File: src/rtl/sysid_check_master.sv
// sysid_check_master: Avalon-MM read master that fetches the system ID (word 0)
// and build timestamp (word 1), compares them with build-time constants, and
// reports per-field match, overall pass, or a waitrequest timeout.
module sysid_check_master #(
  parameter logic [31:0] EXPECTED_ID        = 32'd0,
  parameter logic [31:0] EXPECTED_TIMESTAMP = 32'd1454761040,
  parameter logic [15:0] TIMEOUT_CYCLES     = 16'd255,
  parameter bit          AUTO_START         = 1'b1
) (
  input  logic        clock,
  input  logic        reset_n,
  input  logic        start,
  output logic        avm_address,
  output logic        avm_read,
  input  logic        avm_waitrequest,
  input  logic [31:0] avm_readdata,
  output logic        busy,
  output logic        done,
  output logic        id_ok,
  output logic        ts_ok,
  output logic        pass,
  output logic        timeout,
  output logic [31:0] id_value,
  output logic [31:0] ts_value
);

  localparam int unsigned DATA_W = 32;
  localparam int unsigned CNT_W  = 16;

  typedef enum logic [1:0] {
    IDLE  = 2'd0,
    RD_ID = 2'd1,
    RD_TS = 2'd2,
    DONE  = 2'd3
  } state_t;

  state_t             state_q, state_nxt;
  logic [CNT_W-1:0]   wait_cnt, wait_cnt_nxt, wait_inc;
  logic               auto_pend, auto_pend_nxt;
  logic               tmo_hit;
  logic               avm_read_nxt, avm_address_nxt, busy_nxt;
  logic               done_nxt, id_ok_nxt, ts_ok_nxt, timeout_nxt;
  logic [DATA_W-1:0]  id_value_nxt, ts_value_nxt;

  // Overall verdict derived from registered flags only.
  assign pass = done & id_ok & ts_ok & ~timeout;

  // State and output registers; reset abandons any read in flight.
  always_ff @(posedge clock or negedge reset_n) begin
    if (!reset_n) begin
      state_q     <= IDLE;
      wait_cnt    <= '0;
      auto_pend   <= AUTO_START;
      avm_read    <= 1'b0;
      avm_address <= 1'b0;
      busy        <= 1'b0;
      done        <= 1'b0;
      id_ok       <= 1'b0;
      ts_ok       <= 1'b0;
      timeout     <= 1'b0;
      id_value    <= '0;
      ts_value    <= '0;
    end else begin
      state_q     <= state_nxt;
      wait_cnt    <= wait_cnt_nxt;
      auto_pend   <= auto_pend_nxt;
      avm_read    <= avm_read_nxt;
      avm_address <= avm_address_nxt;
      busy        <= busy_nxt;
      done        <= done_nxt;
      id_ok       <= id_ok_nxt;
      ts_ok       <= ts_ok_nxt;
      timeout     <= timeout_nxt;
      id_value    <= id_value_nxt;
      ts_value    <= ts_value_nxt;
    end
  end

  // Next-state, capture and stall-timeout logic.
  always_comb begin
    state_nxt     = state_q;
    wait_cnt_nxt  = wait_cnt;
    auto_pend_nxt = auto_pend;
    done_nxt      = done;
    id_ok_nxt     = id_ok;
    ts_ok_nxt     = ts_ok;
    timeout_nxt   = timeout;
    id_value_nxt  = id_value;
    ts_value_nxt  = ts_value;

    // Saturating stall counter; timeout fires on the cycle it reaches the limit.
    wait_inc = (wait_cnt == {CNT_W{1'b1}}) ? wait_cnt : wait_cnt + CNT_W'(1);
    tmo_hit  = (TIMEOUT_CYCLES != 16'd0) && (wait_inc >= TIMEOUT_CYCLES);

    case (state_q)
      IDLE, DONE: begin
        if (start || (state_q == IDLE && auto_pend)) begin
          state_nxt     = RD_ID;
          auto_pend_nxt = 1'b0;
          done_nxt      = 1'b0;
          id_ok_nxt     = 1'b0;
          ts_ok_nxt     = 1'b0;
          timeout_nxt   = 1'b0;
          wait_cnt_nxt  = '0;
        end
      end
      RD_ID: begin
        if (!avm_waitrequest) begin
          id_value_nxt = avm_readdata;
          id_ok_nxt    = (avm_readdata == EXPECTED_ID);
          wait_cnt_nxt = '0;
          state_nxt    = RD_TS;
        end else begin
          wait_cnt_nxt = wait_inc;
          if (tmo_hit) begin
            timeout_nxt = 1'b1;
            done_nxt    = 1'b1;
            state_nxt   = DONE;
          end
        end
      end
      RD_TS: begin
        if (!avm_waitrequest) begin
          ts_value_nxt = avm_readdata;
          ts_ok_nxt    = (avm_readdata == EXPECTED_TIMESTAMP);
          done_nxt     = 1'b1;
          state_nxt    = DONE;
        end else begin
          wait_cnt_nxt = wait_inc;
          if (tmo_hit) begin
            timeout_nxt = 1'b1;
            done_nxt    = 1'b1;
            state_nxt   = DONE;
          end
        end
      end
      default: state_nxt = IDLE;
    endcase

    // Bus strobes follow the state being entered, so they stay put during stalls.
    busy_nxt        = (state_nxt == RD_ID) || (state_nxt == RD_TS);
    avm_read_nxt    = busy_nxt;
    avm_address_nxt = (state_nxt == RD_TS);
  end

endmodule

File: config.mk
export PLATFORM = sky130hd
export DESIGN_NAME = sysid_check_master
export DESIGN_NICKNAME = d
export VERILOG_FILES = /design/src/rtl/sysid_check_master.sv
export SDC_FILE = /design/constraint.sdc
export NUM_CORES = 1
export LEC_CHECK = 0
export CORE_ASPECT_RATIO = 2
export CORE_MARGIN = 2
export CORE_UTILIZATION = 53
export CTS_CLUSTER_DIAMETER = 40
export DETAILED_ROUTE_END_ITERATION = 6
export HOLD_SLACK_MARGIN = 0.1
export PLACE_DENSITY = 0.86
export SYNTH_ARGS = -nofsm -noshare
export SYNTH_HDL_FRONTEND = slang
export SYNTH_SLANG_ARGS = --single-unit
File: constraint.sdc
create_clock -name clock -period 4.6 [get_ports clock]
set_input_delay 1.38 -clock clock [delete_from_list [all_inputs] [get_ports clock]]
set_output_delay 1.38 -clock clock [all_outputs]
set_load 0.05 [all_outputs]
==> results.cfg, run 1 <==
[cts]
post_cts_resized = 0
cts_buffers = 9
clock_sinks = 89
root_buffer = clkbuf_16
ctsHoldBuffers = 0
cts_tree = done
clkLatencyLatePin_ps = 340
clockBufferDepth = 2
clk_pin_slew_ps = 60
postCtsSetupBuffers = 0
h-tree-depth = 3

[setup_path]
rr_worst_depth = 9
rr_startpoint = wait_cnt[0]
crit_path_end_kind = register
crit_type = in -> reg
worst-path-buf-inv = 1
crit_path_top_delay_cell = or4_1
crit_chain = clkdlybuf4s50_1, nor4_1, nand4_1, or4_1, o41ai_1
r2r-end = busy
crit_arrival_ps = 3460
crit_fanout = 3
cpLargestDelayFamily = simple AND/OR/NAND/NOR gates
critPathLaunchType = primary input
reg2reg_slack_ps = 1430
slowest_delay_ps = 500
required_ps = 4810

[timing]
fmax_mhz = 307.5
tightestPinTransition_ps = 829.5
period_needed_ps = 3252
fin_crit_sh_pct = 70.70
maxSlewViolCount = 0
setup_viol = 0
rsz0062_at_grt = false
final.setup_skew_ps = 4.428
setup_tns_ps = 0
relSlewSlack_pct = 44.70
finalHoldViolations = 0

[detailed_routing]
firstDrtPassIters = 4
dr.first_iter.drc_count = 174
ant_nets = 0
via_count = 3338
vias_per_cell = 6.025
wl_per_cell_um = 20.83
drt-total-wl_um = 11540
drc = 0

[die]
die_w_um = 66.72
io_pins = 108
start_util_pct = 54.85
coreArea_um2 = 7601
die_y_um = 129.4
rows = 45
die_area_um2 = 8635

[grt]
overflow = 0
antenna_found_initial = 0
grt_pass1_vias = 3512
track_usage_pct = 28.62
grt_pass1_wl_um = 18040
grt_start_max_net_pins = 67

[synth]
syn-cell-area_um2 = 4169
synth-main-ff-cell = dfrtp_1
synth-seq-cells = 89
ys_warn_count = 0
syn_nets = 387
syn_inst = 346
yosysSeqAreaShare_pct = 53.45
ys_types = 54
syn_area_per_cell_um2 = 12.05
async_flop_share_pct = 100.0
synth_enable_flop_cells = 0

[hold_path]
worstHoldPathCells = 1
hold_start = auto_pend
hold_path_end = auto_pend
hp-class = reg -> reg

[cells_and_area]
layout-drive-gt1-share_pct = 21.30
fin_cells = 554
n_antenna_cell = 0
nNetsFinal = 496
fin_util_pct = 74.63
syn_to_final_growth_pct = 36.07

[pwr]
switching_share_pct = 45.66
p_leak_nw = 2.377
total_power_w = 0.004609
peakVddDrop_uv = 646.3
p_int_w = 0.002504
power_frac_clock_pct = 18.1
combPwrFrac_pct = 54.1
power_density_nw_per_um2 = 812.4
p_sw_w = 0.002104
pwr-share-seq_pct = 27.8

[place]
portBuffers = 107
dp_cells = 538
place.gp.congestion = 0.8276
dp_hpwl_um = 8107

[outcome]
status = finished, final reports clean

[flow_run]
drv_cap = 0
[stage by stage]
step / hold slack [ps] / cell area (um2) / setup WS [ps]
final: 458.2 / 5673 / 1348
after global routing: 465.6 / 5673 / 1255
after CTS: 460.1 / 5673 / 1374
after detailed placement: 452.1 / 5328 / 1143
after global placement: 444.9 / 5328 / 1244
after floorplan: 440.9 / 4169 / 1849
[kinds of logic (layout without fill, tap and decap cells)]
group / count (synthesis) / count (layout) / share of synthesized area, %
fa+ha+maj: 5 / 5 / 1.501
buf+inv: 20 / 134 / 2.101
simple gates: 95 / 95 / 13.78
flops: 89 / 89 / 53.45
xor+xnor: 3 / 3 / 0.6304
mux: 66 / 66 / 17.89
compound gates: 68 / 68 / 10.65
[per-layer routing]
| metal | track usage [%] | part of all wire [%] | vias to the layer above |
|---|---|---|---|
| met5 | 0 | 0 | - |
| met4 | 12.85 | 4.6 | 0 |
| met3 | 10.42 | 6.8 | 37 |
| met2 | 50.59 | 54 | 130 |
| met1 | 29.39 | 34 | 1663 |
| li1 | - | - | 1508 |
[power by group through the flow]
stage          combinational, W  sequential (W)  clock, W
4_1_cts                 0.00250         0.00128  0.000845
6_report                0.00249         0.00128  0.000836
3_5_place_dp            0.00247         0.00128         0
5_1_grt                 0.00258         0.00131  0.000882
2_1_floorplan          0.000584         0.00230         0
3_3_place_gp            0.00243         0.00126         0
[area by class of cell]
type | count | area, um2
fill | 464 | 1928
clock inverter | 6 | 116.4
multi-input combinational | 237 | 1853
clock buffer | 10 | 229.0
sequential | 89 | 2228
timing repair buffer | 112 | 1106
inverter | 6 | 22.52
tap | 94 | 117.6
[sequential cells by signal (all words and copies together) (netlist names)]
signal,count
avm_address,1
done,1
wait_cnt,16
id_value,32
auto_pend,1
timeout,1
ts_ok,1
ts_value,32
state_q,2
busy,1
id_ok,1
[cell usage in the layout (no fill, tap or decap), types with 6 or more instances in the layout]
master and n:
nand2_1 23, a31oi_1 8, clkdlybuf4s50_1 106, nor2_1 16, o21ai_0 20, nand3_1 11, a21oi_1 15, nor4_1 8
inv_1 6, nand4_1 10, mux2_2 64, buf_4 6, clkbuf_16 9, dfrtp_1 88
[cells in the mapped netlist (2+ instances only)]
cell type	n	share of area (%)
o31ai_1	3	0.54
nor2_1	16	1.4
inv_1	6	0.54
mux2_2	64	17
nand4_4	3	1.5
a22o_1	2	0.42
a21o_1	4	0.72
ha_1	5	1.5
nand4_1	10	1.5
buf_2	4	0.48
o211ai_1	3	0.54
clkbuf_1	8	0.72
and4_1	2	0.42
o21ai_0	20	2.4
a21oi_1	15	1.8
nand2b_1	2	0.30
and3_1	2	0.30
dfrtp_1	88	53
nand3_1	11	1.3
buf_4	2	0.36
o22ai_1	2	0.30
nor4_1	8	1.2
xnor2_1	2	0.42
nand2_1	23	2.1
a31oi_1	8	1.2
nor3_1	5	0.60
[worst max path at each step]
stage	start	endpoint	slack (ps)	cells past startpoint
3_5_place_dp	avm_readdata[17]	id_ok	1140	5
3_3_place_gp	avm_readdata[12]	id_ok	1240	5
4_1_cts	avm_readdata[1]	id_ok	1370	5
6_report	avm_readdata[1]	id_ok	1350	5
5_1_grt	wait_cnt[0]	busy	1260	9
2_1_floorplan	wait_cnt[0]	busy	1850	10
[worst reg2reg max path, cell delays in order (launching register included)]
cell	delay (ps)
dfrtp_1	500
ha_1	310
nand3_2	250
nor4_1	610
mux2i_1	350
nand4_4	150
a2111oi_4	400
o22ai_1	160
ha_1	300
inv_1	40
Power figures use the tool's default switching activity.
==> run 2: changes to the inputs <==
CORE_UTILIZATION = 49   (was 53)
PLACE_DENSITY = 0.8   (was 0.86)
clock period = 3.2 ns   (was 4.6 ns; I/O delays follow)
==> run 2 against run 1 <==
Effect of this change: design area rose by 0.42%; largest cell class unchanged; sequential cell count did not move; first-iteration DRC count fell by 8.0%; worst hold slack improved by 14 ps; total power rose by 40%; clock power rose by 29%; wire length fell by 8.1%.
==> results.cfg, run 2 (synthesis gave the netlist of run 1 again) <==
[outcome]
status = finished, final reports clean

[setup_path]
rr_worst_depth = 9
crit_arrival_ps = 3160
slowest_delay_ps = 540
crit_type = reg -> reg
crit_chain = ha_1, nand3_2, nor4_1, mux2i_1, nand4_4, a2111oi_4, o22ai_1, ha_1, inv_1
r2r-end = busy
crit_fanout = 8
crit_path_end_kind = register
rr_startpoint = wait_cnt[0]
reg2reg_slack_ps = 280
cp_common_cell = ha_1
critPathLaunchType = register
required_ps = 3440
crit_path_top_delay_cell = nor4_1

[flow_run]
drv_cap = 0

[detailed_routing]
drc = 0
dr.first_iter.drc_count = 160
firstDrtPassIters = 4
ant_nets = 0
via_count = 3272
drt-total-wl_um = 10600
wl_per_cell_um = 18.93
vias_per_cell = 5.843

[cells_and_area]
fin_cells = 560
nNetsFinal = 498
multi_input_area_um2 = 1853
n_fill_cell = 590
fin_util_pct = 68.70
regArea_um2 = 2228
layout-drive-gt1-share_pct = 21.86
n_antenna_cell = 0
layout_common_cells = clkdlybuf4s50_1 (106), dfrtp_1 (88), mux2_2 (64), nand2_1 (23), o21ai_0 (20)
top_regs = id_value: 32 flops, ts_value: 32 flops, wait_cnt: 16 flops
mostFrequentLayoutCell = clkdlybuf4s50_1
syn_to_final_growth_pct = 36.64

[timing]
final.setup_skew_ps = 7.988
tightestPinTransition_ps = 646.9
relSlewSlack_pct = 56.42
finalHoldViolations = 0
maxSlewViolCount = 0
fin_crit_sh_pct = 91.22
rsz0062_at_grt = false
fin_ws_ps = 281.0
whs_ps = 472.5
period_needed_ps = 2919
setup_viol = 0
setup_tns_ps = 0
fmax_mhz = 342.6

[hold_path]
worstHoldPathCells = 1
hold_start = auto_pend
hold_path_end = auto_pend
hp-class = reg -> reg

[die]
start_util_pct = 50.28
io_pins = 108
rows = 47
die_area_um2 = 9307
die_y_um = 134.4
die_w_um = 69.23
coreArea_um2 = 8292

[grt]
overflow = 0
grt_start_max_net_pins = 47
grt_pass1_wl_um = 17330
grt_pass1_vias = 3530
antenna_found_initial = 0
track_usage_pct = 23.84

[pwr]
p_leak_nw = 2.386
peakVddDrop_uv = 770.6
power_density_nw_per_um2 = 1133

[place]
place.gp.congestion = 0.9236
dp_hpwl_um = 7811
preCtsSetupSlack_ps = 267.2
portBuffers = 107
dp_cells = 544

[cts]
clockBufferDepth = 2
clkLatencyLatePin_ps = 340
ctsHoldBuffers = 0
root_buffer = clkbuf_16
postCtsSetupBuffers = 0
cts_tree = done
clock_sinks = 89
cts_buffers = 9
clk_pin_slew_ps = 70
post_cts_resized = 0
h-tree-depth = 3
[run 2: area by class of cell]
type	instances	share of cell area (%)
sequential	89	39.12
multi-input combinational	237	32.53
timing repair buffer	114	20.34
clock buffer	10	4.195
tap	98	2.152
clock inverter	6	1.274
inverter	6	0.3953
[run 2: how the worst max path moves through the flow]
stage                startpoint  endpoint  slack [ps]  cells past startpoint
2_1_floorplan       wait_cnt[0]      busy         450                     10
3_5_place_dp   avm_readdata[17]     id_ok         270                      5
4_1_cts             wait_cnt[0]      busy         280                      9
6_report            wait_cnt[0]      busy         280                      9
5_1_grt             wait_cnt[0]      busy         110                      9
3_3_place_gp   avm_readdata[17]     id_ok         300                      5
[run 2: critical path, delay by kind of cell (launching register included)]
family	cells	cell delay, ps
adders and majority gates	2	590
buffers and inverters	1	30
AOI/OAI and AO/OA	2	510
muxes	1	330
and+or+nand+nor	3	860
DFF	1	500
[run 2: per-layer routing]
metal	wire length [um]	up-vias	global-route usage (%)
met5	0	-	0
met4	288	0	10.02
met3	789	21	8.490
met2	5791	111	42.74
met1	3733	1619	24.85
li1	-	1521	-
[run 2: report_power, final]
part / internal, W / total [W] / switching (W)
Sequential: 0.00157 / 0.00182 / 0.000251
Combinational: 0.00127 / 0.00355 / 0.00228
Clock: 0.000634 / 0.00108 / 0.000447
[run 2: stage by stage]
stage / area (um2) / total power, W
after global placement: 5385 / 0.005331
after global routing: 5697 / 0.006738
final: 5697 / 0.006455
after floorplan: 4169 / 0.004140
after CTS: 5697 / 0.006507
after detailed placement: 5385 / 0.005389
